`src/rtl/tone_synth_pkg.sv`:
```
// Shared definitions for the tone synthesis blocks: default phase width,
// default sample-rate divider ratio and the phase type used by the tone generators.
package tone_synth_pkg;

  localparam int DEFAULT_ACCUMULATOR_BITS = 24;
  localparam int DEFAULT_SAMPLE_CLK_DIV   = 1024;

  typedef logic [DEFAULT_ACCUMULATOR_BITS-1:0] phase_t;

endpackage : tone_synth_pkg

```
`src/rtl/sample_rate_divider.sv`:
```
// Free-running divider: counts 0..DIV-1 and flags the cycle whose rising edge
// is the sample boundary. Also reusable by the DAC/PWM output stage.
module sample_rate_divider #(
  parameter int DIV = 1024
) (
  input  logic clk,
  input  logic rst_n,
  output logic tick_en
);

  localparam int CNT_W = (DIV > 2) ? $clog2(DIV) : 1;
  localparam logic [CNT_W-1:0] LAST = CNT_W'(DIV - 1);

  if (DIV < 2) begin : g_bad_div
    $error("sample_rate_divider: DIV must be >= 2");
  end

  logic [CNT_W-1:0] div_cnt;

  // NOTE: sequential state uses non-blocking assignments so every register
  // samples pre-edge values regardless of process ordering.
  always_ff @(posedge clk or negedge rst_n) begin
    if (!rst_n) begin
      div_cnt <= '0;
    end else if (div_cnt == LAST) begin
      div_cnt <= '0;
    end else begin
      div_cnt <= div_cnt + 1'b1;
    end
  end

  assign tick_en = (div_cnt == LAST);

endmodule : sample_rate_divider

```
`src/rtl/tone_phase_accumulator.sv`:
```
// Phase accumulator for the tone generators, advanced once per audio sample.
// Optional macro TONE_PHASE_RESET_ON_NOTE_EN zeroes the phase when a new word applies.
module tone_phase_accumulator
  import tone_synth_pkg::*;
#(
  parameter int ACCUMULATOR_BITS = DEFAULT_ACCUMULATOR_BITS,
  parameter int SAMPLE_CLK_DIV   = DEFAULT_SAMPLE_CLK_DIV
) (
  input  logic                        clk,
  input  logic                        rst_n,
  input  logic                        gate,
  input  logic                        freq_valid,
  output logic                        freq_ready,
  input  logic [ACCUMULATOR_BITS-1:0] freq_word,
  output logic                        sample_tick,
  output logic [ACCUMULATOR_BITS-1:0] accumulator,
  output logic                        wrap
);

  logic                        tick_en;
  logic                        pending_valid;
  logic [ACCUMULATOR_BITS-1:0] pending_freq;
  logic [ACCUMULATOR_BITS-1:0] active_freq;
  logic [ACCUMULATOR_BITS-1:0] increment;
  logic [ACCUMULATOR_BITS:0]   sum;

  sample_rate_divider #(
    .DIV (SAMPLE_CLK_DIV)
  ) u_divider (
    .clk     (clk),
    .rst_n   (rst_n),
    .tick_en (tick_en)
  );

  assign freq_ready = ~pending_valid;

  // A pending word takes effect on the very tick that retires it.
  assign increment = pending_valid ? pending_freq : active_freq;
  assign sum       = {1'b0, accumulator} + {1'b0, increment};

  always_ff @(posedge clk or negedge rst_n) begin
    if (!rst_n) begin
      accumulator   <= '0;
      active_freq   <= '0;
      pending_freq  <= '0;
      pending_valid <= 1'b0;
      sample_tick   <= 1'b0;
      wrap          <= 1'b0;
    end else begin
      sample_tick <= tick_en;
      wrap        <= 1'b0;
      if (tick_en) begin
        if (pending_valid) begin
          active_freq   <= pending_freq;
          pending_valid <= 1'b0;
        end
        if (!gate) begin
          accumulator <= '0;
`ifdef TONE_PHASE_RESET_ON_NOTE_EN
        end else if (pending_valid) begin
          accumulator <= '0;
`endif
        end else begin
          {wrap, accumulator} <= sum;
        end
      end
      // Accept only when nothing is pending, so this never races the retire above.
      if (freq_valid && freq_ready) begin
        pending_freq  <= freq_word;
        pending_valid <= 1'b1;
      end
    end
  end

endmodule : tone_phase_accumulator

```
`config.mk`:
```
export PLATFORM = sky130hd
export DESIGN_NAME = tone_phase_accumulator
export DESIGN_NICKNAME = d
export VERILOG_FILES = /design/src/rtl/tone_synth_pkg.sv /design/src/rtl/sample_rate_divider.sv /design/src/rtl/tone_phase_accumulator.sv
export SDC_FILE = /design/constraint.sdc
export NUM_CORES = 1
export LEC_CHECK = 0
export CAP_MARGIN = 10
export CORE_UTILIZATION = 60
export CTS_CLUSTER_DIAMETER = 50
export CTS_CLUSTER_SIZE = 40
export DETAILED_ROUTE_END_ITERATION = 16
export PLACE_DENSITY = 0.89
export SYNTH_ARGS = -nofsm -noshare
export SYNTH_HDL_FRONTEND = slang
export SYNTH_SLANG_ARGS = --single-unit
```
`constraint.sdc`:
```
create_clock -name clk -period 7.3 [get_ports clk]
set_input_delay 0.73 -clock clk [delete_from_list [all_inputs] [get_ports clk]]
set_output_delay 0.73 -clock clk [all_outputs]
set_load 0.005 [all_outputs]
```
# == After elaboration in Yosys (flattened, before gate mapping) ==
# Index checks and enable logic that the tools add are counted.
# word_totals
register_bits,85
inputBits,28
# op_classes
add_sub_neg,2
eq_ne,1
mux,7
n_bitwise,1
n_reduce_logical,2
# op_table
cell,n
$mux W24,2
$add A24 B24 Y25,1
$add A10 B1 Y10 const B,1
$eq A10 B10 Y1 const B,1
$mux W10,1
$mux W1,4
$reduce_bool A2 Y1,1
$logic_and A1 B1 Y1,1
$not A1 Y1,1

# == Depth between registers and ports, before layout ==
# logic_depth
ltp_word,4
ltp_mapped,11

# == Cells and area by module ==
# From an unflattened synthesis, not the netlist that was laid out.
# unflattened
hier_cells,473
hier_area_um2,4835.9
# modules_own_cells
module,n_inst,cells_each,area_per_inst_um2,seq_area_each_um2
tone_phase_accumulator,1,431,4362.9,1876.8
sample_rate_divider,1,42,473.0,250.2

# == Worst setup path after synthesis ==
# OpenSTA, ideal clock, no wires.
# synth_timing
path_type,register to register
startpoint,reg pending_valid
endpoint,reg accumulator[16]
setup_time_ns,0.110
arrival_ns,3.067
setup_slack_ns,4.123
path_stages_with_launch,12
n_path_buf,2
period_less_slack_ns,3.177
path_cell_list,dfrtp_1 > clkbuf_1 > buf_1 > mux2_2 > ha_1 > fa_1 > a21oi_1 > o21ai_0 > a211oi_2 > nor3_1 > o21a_1 > o41ai_1
# synth_between
elab_chain_cells,3
# synth_lines
element,line_no,source
start: declaration,tone_phase_accumulator.sv:21,logic pending_valid;
start signal: assignment,tone_phase_accumulator.sv:46,pending_valid <= 1'b0;
start signal: assignment,tone_phase_accumulator.sv:55,pending_valid <= 1'b0;
start signal: assignment,tone_phase_accumulator.sv:70,pending_valid <= 1'b1;
$mux W24,--,
net increment[0],tone_phase_accumulator.sv:24,logic [ACCUMULATOR_BITS-1:0] increment;
$add A24 B24 Y25,tone_phase_accumulator.sv:39,"assign sum = {1'b0, accumulator} + {1'b0, increment};"
$mux W24,tone_phase_accumulator.sv:57,if (!gate) begin
end signal: assignment,tone_phase_accumulator.sv:64,"{wrap, accumulator} <= sum;"
end: declaration,tone_phase_accumulator.sv:16,"output logic [ACCUMULATOR_BITS-1:0] accumulator,"
# The timed path passes the listed nets, and every way through them passes these cells.
# A chain may end at the register's enable or synchronous reset.

# == Worst setup path after layout ==
# layout_timing
startpoint,reg u_divider.div_cnt[0]
endpoint,reg accumulator[17]
# layout_between
elab_chain_cells,1
# layout_lines
element,line_no,source
start: declaration,sample_rate_divider.sv:18,logic [CNT_W-1:0] div_cnt;
start signal: assignment,sample_rate_divider.sv:28,div_cnt <= div_cnt + 1'b1;
$eq A10 B10 Y1,sample_rate_divider.sv:32,assign tick_en = (div_cnt == LAST);
# Every way passes these cells.

==> run summary <==
Worst Path Required -> 7600 ps
Post-synth EDFFs -> 0
Cell Pwr Density -> 174 nW/um^2
Initial Util -> 62.4%
Post-route cell area -> 5660 sq um
WL/cell -> 18.1 um
Iteration-0 DRC Markers -> 220
Fin crit share -> 53.3%
DIE HEIGHT -> 91.9 um
RSZ-0062 raised after global routing -> false
Share of layout cells above drive strength 1 -> 15.1%
Crit-path cells -> ha_1, nand3_2, nor3_4, nand4_4, clkinv_2, nand2_1, or4_1, nand3_1
Leakage -> 2.63 nW
Site Rows -> 32
Drt drc -> 0
Port Buf Inserts -> 54
Final slew viol count -> 0
Crit path from -> u_divider.div_cnt[0]
Async SR Flop Fraction -> 100%
Worst path slowest cell -> clkinv_2
CTS Buffer Depth -> 2
Critical R2R Capture -> accumulator[17]
Clock share of power -> 39.6%
Status -> finished, final reports clean
Setup violators final -> 0
Setup CP Type -> register to register
Combinational share of power -> 11.5%
Min Clock Period, post-route -> 3890 ps
Placed cell area -> 5430 sq um
Core area -> 7770 sq um
Antenna Cells -> 0
Total die area -> 8440 sq um
Hold Crit Class -> register to register
CP endpoint -> accumulator[17]
Most frequent cells in the layout -> 113 x nand2_1, 85 x dfrtp_1, 53 x clkdlybuf4s50_1
Crit path DAT -> 4200 ps
TritonCTS Sinks -> 85
Hpwl dp -> 7.75 mm
Worst skew pair latency -> 360 ps
Clock Skews -> 12.0 ps
CTS tree -> done
Synth Flop Type -> dfrtp_1
Sw Share -> 26.2%
Part of the Yosys area used for sequential elements -> 43.9%
Post-CTS Setup Repair Bufs -> 0
Max Cap Viol -> 0
CTS HTree Levels -> 3
Crit-path max FO -> 53
Worst-path clk slew -> 100 ps
Layout Nets -> 585
Gate Count Post-Synth -> 490
FF-to-FF path depth -> 8
Worst Setup Start Kind -> register
Setup TNS -> 0 ps
Initial antenna violation count -> 0
Net Switching -> 0.258 mW
Post-DRT Antenna Nets -> 0
Largest net degree at the start of global routing -> 86
Largest stage delay, worst path -> 710 ps
Maximum vdd ir drop -> 0.0952 mV
Setup crit end kind -> register
Yosys Warn Count -> 0
CTS buffer count -> 9
Post-CTS Hold Buffers -> 0
Routability cong. -> 0.898
Via density -> 6.16
Vias in the first global route -> 3892
IO Pins -> 55
Detailed-route via count -> 3933
CTS resizes -> 0
Worst slew margin -> 29.4%
Setup slack, reg-to-reg -> 3410 ps
Overall routed net length -> 11.5 mm
GR Overflow Total -> 0
Width of the chip -> 91.9 um
Avg Inst Size Synth -> 9.89 sq um
Synthesized cell area -> 4850 sq um
Synth cell types -> 60
Yosys reg bits -> 85
Worst-Margin Slew -> 1060 ps
Peak Freq -> 257 MHz
Most common cell after layout, fill and taps aside -> nand2_1
Clock root cell -> clkbuf_8
Sequential Power Share -> 48.8%
First drt pass iteration count -> 5
Internal power -> 0.727 mW
Critical R2R Launch -> u_divider.div_cnt[0]
Synth Net Count -> 544
GRT Total Usage -> 29.0%
Hold Fails Final Rpt -> 0
First-pass GRT wire length -> 19.1 mm
Syn-to-layout area delta -> 16.7%
## critical path, delay by kind of cell (launching register included)
kind / cells / cell delay (ps)
adders and majority gates: 1 / 210
and+or+nand+nor: 6 / 2480
buffers and inverters: 1 / 710
DFF: 1 / 410
## layout make-up
class | instances | area, sq um
multi-input cells | 373 | 2600
flip-flops and latches | 85 | 2130
fillers | 546 | 2110
repair buffers | 56 | 553
well taps | 102 | 128
clock buffers | 9 | 124
clock inverters | 7 | 105
inverters | 6 | 23.8
## per-layer routing
metal,vias up,share of wire (%),track usage [%]
met3,29,5.1,4.15
met5,-,0,0
met1,1945,43,38.7
li1,1824,-,-
met4,0,3.3,14.5
met2,135,48,46.3
## cell usage after synthesis (6+ instances only)
cell,count,area [sq um]
a21o_1,7,52.6
a21oi_1,24,120
clkbuf_1,19,71.3
dfrtp_1,85,2130
ha_1,25,313
mux2_2,48,541
nand2_1,113,424
nand3_1,14,70.1
nor2_1,16,60.1
o211ai_1,6,45.0
o21ai_0,23,115
xnor2_1,13,114
xor2_1,6,52.6
## kinds of logic (layout without fill, tap and decap cells)
family                     Yosys count  after routing  share of synthesized area (%)
adders and majority gates           26             26                           6.86
AOI/OAI and AO/OA                   97             97                           14.2
xor gates and xnor gates            19             19                           3.43
muxes                               48             48                           11.1
DFF                                 85             85                           43.9
buffers and inverters               32             78                           2.63
and+or+nand+nor                    183            183                           17.9
## worst min path at each step
stage                     from              end  cells after the start
3_3_place_gp   active_freq[22]  active_freq[22]                      2
2_1_floorplan            rst_n   accumulator[0]                      0
6_report        active_freq[9]   active_freq[9]                      2
5_1_grt        active_freq[12]  active_freq[12]                      2
4_1_cts        active_freq[12]  active_freq[12]                      2
3_5_place_dp   active_freq[14]  active_freq[14]                      2
## metrics by stage
stage | instances | hold WS [ps] | total power, mW | worst slack, ps | util, %
3_5_place_dp | 622 | 459 | 0.602 | 3510 | 69.9
2_1_floorplan | 490 | 434 | 0.560 | 4120 | -
4_1_cts | 638 | 485 | 0.988 | 3490 | 72.8
5_1_grt | 638 | 517 | 1.02 | 3130 | 72.8
3_3_place_gp | 622 | 454 | 0.597 | 3660 | 69.9
6_report | 638 | 481 | 0.985 | 3410 | 72.8
## flip-flops by register name, indices dropped and copies added (netlist names)
register,count
accumulator,24
active_freq,24
pending_freq,24
u_divider.div_cnt,10
pending_valid,1
sample_tick,1
wrap,1
## power by group through the flow
| stage | logic (mW) | clock network (mW) | registers, mW |
|---|---|---|---|
| floorplan | 0.0712 | 0 | 0.489 |
| global placement | 0.108 | 0 | 0.490 |
| detailed placement | 0.111 | 0 | 0.490 |
| CTS | 0.113 | 0.394 | 0.481 |
| global route | 0.126 | 0.412 | 0.482 |
| finish | 0.114 | 0.390 | 0.481 |
No activity file was read; power rests on OpenSTA's default activity.
